--- config.mk ---
export PLATFORM = sky130hd
export DESIGN_NAME = fetch_sequencer
export DESIGN_NICKNAME = d
export VERILOG_FILES = /design/src/rtl/fetch_pkg.sv /design/src/rtl/fetch_fifo.sv /design/src/rtl/fetch_sequencer.sv
export SDC_FILE = /design/constraint.sdc
export NUM_CORES = 1
export LEC_CHECK = 0
export BUFFER_PORTS_ARGS = -buffer_cell sky130_fd_sc_hd__buf_2
export CAP_MARGIN = 10
export CORE_AREA = 2 2 120 122
export CTS_CLUSTER_SIZE = 40
export DETAILED_ROUTE_END_ITERATION = 6
export DIE_AREA = 0 0 122 124
export PLACE_DENSITY = 0.79
export SLEW_MARGIN = 15
export SYNTH_ARGS = -nofsm -noshare
export SYNTH_HDL_FRONTEND = slang
export SYNTH_HIERARCHICAL = 1
export SYNTH_SLANG_ARGS = --single-unit
--- constraint.sdc ---
create_clock -name clk -period 3.05 [get_ports clk]
set_input_delay 0.305 -clock clk [delete_from_list [all_inputs] [get_ports clk]]
set_output_delay 0.305 -clock clk [all_outputs]
set_load 0.05 [all_outputs]
--- src/rtl/fetch_pkg.sv ---
// Shared types and constants for the instruction-fetch sequencer and its prefetch FIFO.
package fetch_pkg;

   localparam int          FETCH_ADDR_W     = 16;
   localparam int          FETCH_INSTR_W    = 32;
   localparam logic [1:0]  IMEM_TYPE_SINGLE = 2'b00;
   localparam logic [31:0] HALT_WORD_DFLT   = 32'hFFFF_FFFF;

   typedef enum logic [1:0] {
      IDLE,
      RUN,
      HALT
   } fetch_state_t;

   typedef struct packed {
      logic [FETCH_ADDR_W-1:0]  pc;
      logic [FETCH_INSTR_W-1:0] instr;
   } fetch_entry_t;

endpackage

--- src/rtl/fetch_fifo.sv ---
// Prefetch FIFO with a registered head; flush beats push, push allowed when full if popping.
// Latency: a pushed entry is visible at the head the next cycle (no bypass); head holds its last value when empty.
module fetch_fifo
   import fetch_pkg::*;
#(
   parameter int  DEPTH   = 2,
   parameter type entry_t = fetch_entry_t,
   localparam int PTR_W   = $clog2(DEPTH),
   localparam int CNT_W   = PTR_W + 1
) (
   input  logic             clk,
   input  logic             rst_n,
   input  logic             push,
   input  entry_t           push_dat,
   input  logic             pop,
   input  logic             flush,
   output logic [CNT_W-1:0] count,
   output entry_t           head_dat,
   output logic             head_vld
);

   entry_t           mem [DEPTH];
   logic [PTR_W-1:0] rd_ptr;
   logic [PTR_W-1:0] wr_ptr;
   logic [PTR_W-1:0] rd_ptr_nxt;
   logic [CNT_W-1:0] remain;
   logic [CNT_W-1:0] count_nxt;
   logic             pop_eff;
   logic             push_eff;

   always_comb begin
      pop_eff    = pop && (count != '0);
      push_eff   = push && ((count != CNT_W'(DEPTH)) || pop_eff);
      remain     = count - CNT_W'(pop_eff);
      count_nxt  = remain + CNT_W'(push_eff);
      rd_ptr_nxt = rd_ptr + PTR_W'(pop_eff);
   end

   always_ff @(posedge clk or negedge rst_n) begin
      if (!rst_n) begin
         rd_ptr   <= '0;
         wr_ptr   <= '0;
         count    <= '0;
         head_dat <= '0;
         head_vld <= 1'b0;
         for (int i = 0; i < DEPTH; i++) begin
            mem[i] <= '0;
         end
      end else if (flush) begin
         rd_ptr   <= '0;
         wr_ptr   <= '0;
         count    <= '0;
         head_vld <= 1'b0;
      end else begin
         if (push_eff) begin
            mem[wr_ptr] <= push_dat;
            wr_ptr      <= wr_ptr + PTR_W'(1);
         end
         rd_ptr   <= rd_ptr_nxt;
         count    <= count_nxt;
         head_vld <= (count_nxt != '0);
         // Next head is the incoming word only when nothing older survives this cycle.
         if (count_nxt != '0) begin
            head_dat <= (remain == '0) ? push_dat : mem[rd_ptr_nxt];
         end
      end
   end

endmodule

--- src/rtl/fetch_sequencer.sv ---
// Instruction-fetch controller: owns the PC, fetches one ROM word per cycle into a prefetch FIFO.
// Latency: first if_valid one cycle after the first RUN cycle; decode backpressure stalls fetch once the FIFO is full.
module fetch_sequencer
   import fetch_pkg::*;
#(
   parameter int                ADDR_W    = FETCH_ADDR_W,
   parameter int                INSTR_W   = FETCH_INSTR_W,
   parameter int                DEPTH     = 2,
   parameter logic [ADDR_W-1:0] RESET_PC  = '0,
   parameter logic [INSTR_W-1:0] HALT_WORD = HALT_WORD_DFLT
) (
   input  logic               clk,
   input  logic               rst_n,
   input  logic               fetch_en,
   input  logic               redirect_valid,
   input  logic [ADDR_W-1:0]  redirect_pc,
   output logic [ADDR_W-1:0]  imem_addr,
   output logic [1:0]         imem_opcode_type,
   input  logic [INSTR_W-1:0] imem_instr,
   output logic               if_valid,
   output logic [INSTR_W-1:0] if_instr,
   output logic [ADDR_W-1:0]  if_pc,
   input  logic               if_ready,
   output logic               halted
);

   localparam int CNT_W = $clog2(DEPTH) + 1;

   typedef struct packed {
      logic [ADDR_W-1:0]  pc;
      logic [INSTR_W-1:0] instr;
   } entry_t;

   fetch_state_t     state;
   logic [ADDR_W-1:0] pc;
   logic [CNT_W-1:0] count;
   entry_t           push_dat;
   entry_t           head_dat;
   logic             pop;
   logic             room;
   logic             push;

   assign pop      = if_valid && if_ready;
   assign room     = (count < CNT_W'(DEPTH)) || pop;
   assign push     = (state == RUN) && fetch_en && !redirect_valid && room;

   assign push_dat.pc    = pc;
   assign push_dat.instr = imem_instr;

   assign imem_addr        = pc;
   assign imem_opcode_type = IMEM_TYPE_SINGLE;
   assign if_instr         = head_dat.instr;
   assign if_pc            = head_dat.pc;

   fetch_fifo #(
      .DEPTH   (DEPTH),
      .entry_t (entry_t)
   ) u_fifo (
      .clk      (clk),
      .rst_n    (rst_n),
      .push     (push),
      .push_dat (push_dat),
      .pop      (pop),
      .flush    (redirect_valid),
      .count    (count),
      .head_dat (head_dat),
      .head_vld (if_valid)
   );

   always_ff @(posedge clk or negedge rst_n) begin
      if (!rst_n) begin
         state  <= IDLE;
         pc     <= RESET_PC;
         halted <= 1'b0;
      end else if (redirect_valid) begin
         // A redirect is the only way out of HALT and wins over everything else.
         pc     <= redirect_pc;
         state  <= fetch_en ? RUN : IDLE;
         halted <= 1'b0;
      end else begin
         case (state)
            IDLE: begin
               if (fetch_en) begin
                  state <= RUN;
               end
            end
            RUN: begin
               if (!fetch_en) begin
                  state <= IDLE;
               end else if (push) begin
                  pc <= pc + ADDR_W'(1);
                  if (imem_instr == HALT_WORD) begin
                     state  <= HALT;
                     halted <= 1'b1;
                  end
               end
            end
            HALT: begin
               state <= HALT;
            end
            default: begin
               state <= IDLE;
            end
         endcase
      end
   end

endmodule

# Yosys cells after proc, flatten, opt, wreduce, memory -nomap -nowiden
# Cells that the tools add are included.
[totals]
input_bits = 53
register_bits = 168
elab_cells = 84
out_inout_bits = 68
[classes]
n_reduce_logical = 24
n_eq_ne = 7
add_sub_neg = 5
n_mux = 28
n_bitwise = 3
order_cmp = 4
[ops]
columns = ["cell", "n"]
rows = [
  ["two-way mux 48 bit", 5],
  ["bitwise mux 96 bit", 1],
  ["two-way mux 16 bit", 4],
  ["demux 48 bit (select 1 bit)", 1],
  ["== test 32 bit (second input constant)", 1],
  ["adder 16 x 1 -> 16 bit (second input constant)", 1],
  ["nonzero test 2 bit", 7],
  ["two-way mux 2 bit", 6],
  ["two-way mux 1 bit", 10],
  ["inequality test 4 x 3 -> 1 bit (second input constant)", 2],
  ["logical AND 1 bit", 7],
  ["one-hot mux 2 bit (3 select lines)", 1],
  ["AND reduction 3 bit", 2],
  ["greater-or-equal comparator 2 bit (second input constant)", 2],
  ["zero test 2 bit", 2],
  ["NOT 1 -> 2 bit", 2],
  ["AND reduction 2 bit", 2],
  ["AND reduction 4 bit", 1],
  ["inequality test 3 bit (second input constant)", 1],
  ["adder 2 x 1 -> 2 bit", 1],
  ["== test 2 x 1 -> 1 bit (second input constant)", 1],
  ["== test 2 bit (second input constant)", 1],
  ["logical OR 1 bit", 2],
  ["less-than comparator 2 x 1 -> 1 bit (second input constant)", 1],
  ["7 further kinds", 7],
]

# Longest topological paths before layout
# Gate-level depths: netlist of the first run.
[logic_depth]
depth_word = 8
mapped_depth = 13
depth_no_buf = 10

# Hierarchy
# Netlist of the first run, hierarchy kept.
[modules_own_cells]
columns = ["module", "seq_area_each_um2", "area_each_um2", "cells_per_inst", "n_inst"]
rows = [
  ["fetch_fifo", 3728.6, 6294.8, 445, 1],
  ["fetch_sequencer", 475.5, 1198.6, 139, 1],
]

# Worst setup path before layout of the first run
# OpenSTA, ideal clock, no wires.
[synth_path]
path_type = "register -> register"
from = "register u_fifo.head_vld"
to = "register, netlist name u_fifo/head_dat[38]"
required_ns = 2.918
t_arrival_ns = 2.606
period_less_slack_ns = 2.738
setup_time_ns = 0.132
stages_incl_launch_ff = 14
n_path_buf = 3
setup_slack_ns = 0.312
cell_sequence = "dfrtp_1 > a21boi_1 > buf_6 > or2_4 > nor2_1 > o31ai_4 > inv_1 > ha_1 > nor2_1 > o21ai_0 > o311ai_1 > buf_2 > buf_2 > o21ai_0"
[synth_between]
word_cells_on_any_way = 17
classes_between = "3 x add/sub; 4 x mux; 1 x bitwise; 9 x reduce/logical"
[synth_rtl]
columns = ["element", "line", "text"]
rows = [
  ["start: declaration", "fetch_fifo.sv:19", "output logic head_vld"],
  ["start signal: assignment", "fetch_fifo.sv:61", "head_vld <= (count_nxt != '0);"],
  ["logical AND 1 bit", "fetch_sequencer.sv:43", "assign pop = if_valid && if_ready;"],
  ["logical OR 1 bit", "fetch_sequencer.sv:44", "assign room = (count < CNT_W'(DEPTH)) || pop;"],
  ["logical AND 1 bit", "fetch_sequencer.sv:45", "assign push = (state == RUN) && fetch_en && !redirect_valid && room;"],
  ["via push", "fetch_sequencer.sv:41", "logic push;"],
  ["logical AND 1 bit", "fetch_fifo.sv:33", "push_eff = push && ((count != CNT_W'(DEPTH)) || pop_eff);"],
  ["adder 2 x 1 -> 2 bit", "fetch_fifo.sv:35", "count_nxt = remain + CNT_W'(push_eff);"],
  ["nonzero test 2 bit", "fetch_fifo.sv:63", "if (count_nxt != '0) begin"],
  ["AND reduction 2 bit (no source line)", "-", ""],
]
# The timed path passes the listed nets, and every way through them passes these cells. The select of a mux whose other input is x is not followed.
# A chain may end at the register's enable or synchronous reset.

# Worst setup path after layout of the first run
[layout_path]
from = "register u_fifo.head_vld"
to = "register, netlist name u_fifo/head_dat[9]"
[layout_between]
elab_chain_len = 8
word_cells_on_any_way = 17
classes_between = "3 x add/sub; 4 x mux; 1 x bitwise; 9 x reduce/logical"
[layout_rtl]
columns = ["element", "line", "text"]
rows = [
  ["logical AND 1 bit *", "fetch_sequencer.sv:43", ""],
  ["via pop", "fetch_sequencer.sv:39", "logic pop;"],
  ["branches (longest 7 deep; another with subtractor 2 x 1 -> 2 bit)", "-", ""],
]
# Mark *: on every way through the listed nets, which the timed path passes. The select of a mux whose other input is x is not followed.

==> impl_metrics.yaml, run 1 <==
final_layout:
  drive_gt1_share_pct: 38.29
  n_antenna_cell: 0
  seq_area_um2: 4204
  finalNetCount: 769
  multiInputGateArea_um2: 3072
  n_fill_cell: 1044
  finish.utilization_pct: 65.32
  area_delta_synth_final_pct: 19.59
global_route:
  grt_remaining_overflow: 0
  grt_max_degree: 105
  grt_pass1_vias: 5442
  grt.total_usage_pct: 24.28
  grt_first_pass_wirelength_um: 27910
  antenna_found_initial: 1
synth:
  synthFlopType: "dfrtp_1"
  synthDistinctLibCells: 48
  syn_area_um2: 7493
  synthCells: 584
  synth_edf_count: 0
  yosysWarnings: 6
  yosysSeqAreaShare_pct: 56.10
  avgSynthCellArea_um2: 12.83
  synthArstFlopShare_pct: 100.0
  ys_seq_elements: 168
worst_setup_path:
  slowest_delay_ps: 390
  worst_setup_path_start_kind: "flop"
  startpoint: "u_fifo/head_vld"
  worstPathCellList: "and2_1 > o21a_1 > ha_1 > inv_1 > ha_1 > nor2_1 > o21ai_0 > o311ai_4 > buf_4 > o21ai_0"
  critPathArrivalTime_ps: 2890
  reg2reg_from: "u_fifo/head_vld"
  cp-end-kind: "flop"
  slowest_stage: "dfrtp_1"
  worstPathMaxFanout: 25
  critPathBufInv: 2
  worstSetupPathType: "flop to flop"
  cp_top_family: "compound AO/OA/AOI/OAI gates"
  cp.required_ps: 3340
sta:
  fmax_mhz: 384.2
  fin_tns_setup_ps: 0
  final-setup-viol-count: 0
  slew_viol_final: 0
  tightest_slew_ps: 957.6
  clock_skew_ps: 7.832
  hold_violations: 16
  hold_ws_ps: -31.81
  slew_headroom_pct: 36.16
  finalCriticalPeriod_ps: 2603
  rsz0062_at_grt: "false"
  period_share_pct: 85.33
job:
  drv_cap: 0
run_status:
  violations: "negative hold slack"
  status: "finished, violations left"
drt:
  vias: 5286
  wl_per_cell_um: 19.49
  drt_iter0_drc: 406
  vias_per_cell: 5.834
  dr.pass1.iters: 5
  drtAntennaViolNets: 0
  drc: 0
  wirelength_um: 17660
pwr:
  p_sw_w: 0.003059
  ir_worst_vdd_mv: 0.6051
  leakagePower_nw: 4.490
  swShare_pct: 38.07
  pwr-share-clk_pct: 26.7
  power_frac_comb_pct: 32.8
  total_power_w: 0.008034
  seq_power_share_pct: 40.4
  internal-power_w: 0.004975
  p_per_area_nw_per_um2: 896.5
placement:
  hpwl_um: 11360
  io_buffer_count: 118
  place_congestion: 0.7915
floorplan:
  core_um2: 13720
  die_area_um2: 15130
  start_util_pct: 54.62
  die_w_um: 122
  ios: 121
  die_height_um: 124
  row_count: 43
hold_path:
  hold_class: "primary input to asynchronous set/reset pin"
clock_network:
  cts.path.max_buffers: 2
  clkTransAtPathRegs_ps: 60
  cts_setup_buffers: 1
  cts_root_buf: "clkbuf_16"
  ctsResizeCount: 0
  cts_buffers: 17
  clock_latency_ps: 430
  cts_sinks: 168
  cts_tree: "yes"
  cts_max_level: 4
  postCtsHoldBufs: 0
-- registers in the layout (all words and copies together), names as in the netlist --
| register | flops |
|---|---|
| state | 2 |
| u_fifo/head_dat | 48 |
| halted | 1 |
| u_fifo/head_vld | 1 |
| u_fifo/wr_ptr | 1 |
| u_fifo/mem | 96 |
| imem_addr | 16 |
| u_fifo/count | 2 |
| u_fifo/rd_ptr | 1 |
-- layer usage --
metal  vias to the layer above  GRT usage (%)  wire (µm)
met5                         -              0         13
met4                         2          9.052        412
met3                        33          7.189       1142
met2                       159          40.47       8837
met1                      2676          30.11       7256
li1                       2416              -          -
-- power groups by stage --
stage | clock (W) | combinational (W) | sequential (W)
2_1_floorplan | 0 | 0.000799 | 0.00435
3_3_place_gp | 0 | 0.00256 | 0.00323
3_5_place_dp | 0 | 0.00264 | 0.00327
4_1_cts | 0.00217 | 0.00266 | 0.00325
5_1_grt | 0.00225 | 0.00281 | 0.00331
6_report | 0.00215 | 0.00264 | 0.00325
-- logic make-up (layout without fill, tap and decap cells) --
kind of cell,Yosys count,count (layout),share of synthesized area [%]
buffers and inverters,47,188,3.673
other,1,2,0.05004
adders and majority gates,3,3,0.5010
AOI/OAI and AO/OA,127,127,10.77
muxes,146,146,21.12
DFF,168,168,56.10
and+or+nand+nor,82,82,6.312
xor gates and xnor gates,10,10,1.469
-- synth_stat cells (3+ instances only) --
master,n,area (µm²)
a22oi_1,48,360.4
a31oi_1,8,50.05
and2_1,3,18.77
and3_1,3,18.77
buf_2,13,65.06
buf_4,8,60.06
buf_6,7,78.83
clkbuf_1,8,30.03
dfrtp_1,168,4204
ha_1,3,37.54
inv_1,9,33.78
mux2_1,5,56.30
mux2_2,92,1036
mux2i_1,49,490.5
nand2_1,16,60.06
nand3_1,7,35.03
nand3b_1,3,22.52
nand4_1,10,62.56
nand4b_1,3,26.28
nor2_1,16,60.06
nor3_1,3,15.01
nor4_1,4,25.02
o21ai_0,53,265.3
o21ai_1,8,40.04
o31ai_1,3,22.52
or4_1,3,22.52
xnor2_1,6,52.55
-- placed cells by master, fill, tap and decap left out, types with 4 or more instances in the layout --
master / instances
inv_1: 9
a22oi_1: 48
mux2_1: 5
nor2_1: 16
buf_2: 117
mux2_2: 92
o21ai_1: 7
clkinv_2: 5
mux2i_1: 49
nand3_1: 7
a31oi_1: 8
buf_4: 25
dfrtp_1: 168
nand2_1: 16
clkbuf_8: 5
nand4_1: 10
xnor2_1: 6
nor4_1: 4
clkbuf_16: 17
o21ai_0: 53
-- path summary, 6_finish.rpt --
kind                                       endpoint  slack (ps)  depth (start not counted)
min in group clk                       imem_addr[3]          90                          3
worst min register to register       u_fifo/mem[35]         500                          1
max in group asynchronous       u_fifo/head_dat[17]        2290                          2
worst min-delay path                 u_fifo/mem[52]         -30                          1
worst max register to register   u_fifo/head_dat[9]         450                         10
worst max-delay path             u_fifo/head_dat[9]         450                         10
-- metrics by stage --
stage               hold slack (ps)  area, µm²  std cells  setup slack, ps
finish                       -31.81       8961        906            447.4
global route                  63.72       8961        906            289.8
CTS                           34.29       8961        906            453.4
detailed placement            486.2       8359        873           -120.7
global placement              467.8       8359        873            12.53
floorplan                     9.409       7497        585            311.9
-- area by class of cell --
cell class / instances / area share (%)
repair buffers: 145 / 9.201
well taps: 180 / 2.513
flip-flops and latches: 168 / 46.91
clock inverters: 8 / 1.033
clock buffers: 24 / 5.599
multi-input cells: 370 / 34.28
inverters: 11 / 0.4608
Power figures use the tool's default switching activity.
==> run 2, diff against run 1 <==
CORE_AREA = 2 2 125 127   (was 2 2 120 122)
DIE_AREA = 0 0 127 129   (was 0 0 122 124)
PLACE_DENSITY = 0.83   (was 0.79)
clock period = 2.3 ns   (was 3.05 ns; I/O delays follow)
==> run 2 against run 1 <==
  * The flow finishes with violations (negative setup slack)
  * Cell area grew 7.4%
  * Sequential power up 36%
  * Worst setup slack got worse by 610 ps
  * Hold slack improved by 55 ps
==> impl_metrics.yaml, run 2 (synthesized netlist as in run 1, its figures left out) <==
pwr:
  ir_worst_vdd_mv: 0.8036
  pwr-share-clk_pct: 24.3
  swShare_pct: 39.07
  p_per_area_nw_per_um2: 1142
  leakagePower_nw: 4.694
  p_sw_w: 0.004293
  seq_power_share_pct: 40.2
  internal-power_w: 0.006694
  power_frac_comb_pct: 35.6
floorplan:
  core_um2: 14980
  ios: 121
  die_area_um2: 16380
  start_util_pct: 50.03
  row_count: 45
  die_w_um: 127
  die_height_um: 129
sta:
  clock_skew_ps: 19.11
  slew_headroom_pct: 49.38
  fmax_mhz: 405.9
  hold_violations: 0
  fin_tns_setup_ps: -5991
  rsz0062_at_grt: "true"
  tightest_slew_ps: 752.4
  period_share_pct: 107.1
  hold_ws_ps: 23.66
  finalCriticalPeriod_ps: 2463
  final-setup-viol-count: 48
  layout_setup_ws_ps: -163.4
  slew_viol_final: 0
global_route:
  grt.total_usage_pct: 24.34
  grt_pass1_vias: 5889
  grt_max_degree: 66
  antenna_found_initial: 1
  grt_first_pass_wirelength_um: 30720
  grt_remaining_overflow: 0
job:
  drv_cap: 0
worst_setup_path:
  worst_setup_path_start_kind: "flop"
  slowest_stage: "dfrtp_2"
  cp-end-kind: "flop"
  worstPathMaxFanout: 9
  worstSetupPathType: "flop to flop"
  slowest_delay_ps: 430
  critPathArrivalTime_ps: 2810
  worstPathCellList: "and2_4 > o21a_1 > ha_4 > inv_2 > ha_4 > nor2_4 > nor4b_4 > buf_6 > buf_16 > a22oi_2 > o21ai_1"
  cp.required_ps: 2640
  cpMostUsedCell: "ha_4"
drt:
  drc: 0
  drtAntennaViolNets: 0
  vias_per_cell: 6.016
  drt_iter0_drc: 316
  dr.pass1.iters: 5
  vias: 5601
  wl_per_cell_um: 22.47
  wirelength_um: 20920
final_layout:
  top_register: "u_fifo/mem"
  layout_common_cells: "dfrtp_1, buf_2, mux2_2"
  largest_reg_flops: 96
  mostFrequentLayoutCell: "dfrtp_1"
  finalNetCount: 789
  area_delta_synth_final_pct: 28.39
  drive_gt1_share_pct: 45.69
clock_network:
  cts_tree: "yes"
  cts_root_buf: "clkbuf_16"
  clkTransAtPathRegs_ps: 60
  cts_sinks: 168
  clock_latency_ps: 430
  cts_max_level: 4
  cts.path.max_buffers: 2
  cts_buffers: 17
run_status:
  status: "finished, violations left"
  violations: "negative setup slack"
hold_path:
  hold_class: "primary input to flop"
placement:
  hpwl_um: 12390
  place_congestion: 0.8711
  io_buffer_count: 118
==> run 2: metal layers <==
metal  GRT usage (%)  wire (µm)  vias to the layer above  share of wire, %
met3           5.863       1277                       45               6.1
met5               0          0                        -                 0
li1                -          -                     2456                 -
met2           41.52      10490                      218                50
met1           30.07       8553                     2882                41
met4           9.890        605                        0               2.9
==> run 2: what timing repair did <==
item,CTS,global route
endpoints found under the hold margin,53,0
buffers inserted,9,6
endpoints found under the setup margin,47,68
gates resized for setup,17,71
gates cloned,2,8
pin swaps,2,2
hold buffers,1,0
==> run 2: final cells by class <==
| cell class | count | area [µm²] |
|---|---|---|
| multi-input combinational | 370 | 3327 |
| tap | 188 | 235.2 |
| sequential | 168 | 4205 |
| antenna | 1 | 2.502 |
| fill | 1091 | 5356 |
| clock inverter | 4 | 45.04 |
| timing repair buffer | 165 | 1272 |
| inverter | 11 | 41.29 |
| clock buffer | 24 | 491.7 |
==> run 2: critical path: cells and delay by family, from the launching register on <==
kind | cells | cell delay [ps]
buf+inv | 3 | 450
simple gates | 3 | 560
compound gates | 3 | 330
fa+ha+maj | 2 | 590
flops | 1 | 430
==> run 2: power groups by stage <==
stage	clock [W]	combinational [W]	sequential (W)
floorplan	0	0.00110	0.00577
global placement	0	0.00345	0.00430
detailed placement	0	0.00356	0.00437
CTS	0.00270	0.00365	0.00434
global route	0.00284	0.00412	0.00449
finish	0.00267	0.00391	0.00441
==> run 2: final timing paths <==
| path | startpoint | endpoint | slack (ps) | cells past startpoint |
|---|---|---|---|---|
| max | u_fifo/head_vld | u_fifo/head_dat[30] | -160 | 11 |
| min | redirect_pc[5] | imem_addr[5] | 20 | 3 |
| max reg2reg | u_fifo/head_vld | u_fifo/head_dat[30] | -160 | 11 |
| min reg2reg | u_fifo/mem[73] | u_fifo/mem[73] | 500 | 1 |
| max in group asynchronous | rst_n | u_fifo/mem[68] | 1220 | 3 |
| min in group asynchronous | rst_n | imem_addr[12] | 330 | 2 |
==> run 2: per-stage QoR <==
step                      util, %  power [W]  std cells  instance area (µm²)  setup slack [ps]
after floorplan                 -   0.006869        585                 7590            -72.67
after global placement      56.67   0.007752        877                 8487             71.65
after detailed placement    56.67   0.007933        877                 8487            -92.60
after CTS                   61.40    0.01069        917                 9195            -17.78
after global routing        64.22    0.01145        930                 9618            -221.5
final                       64.24    0.01099        931                 9620            -163.4
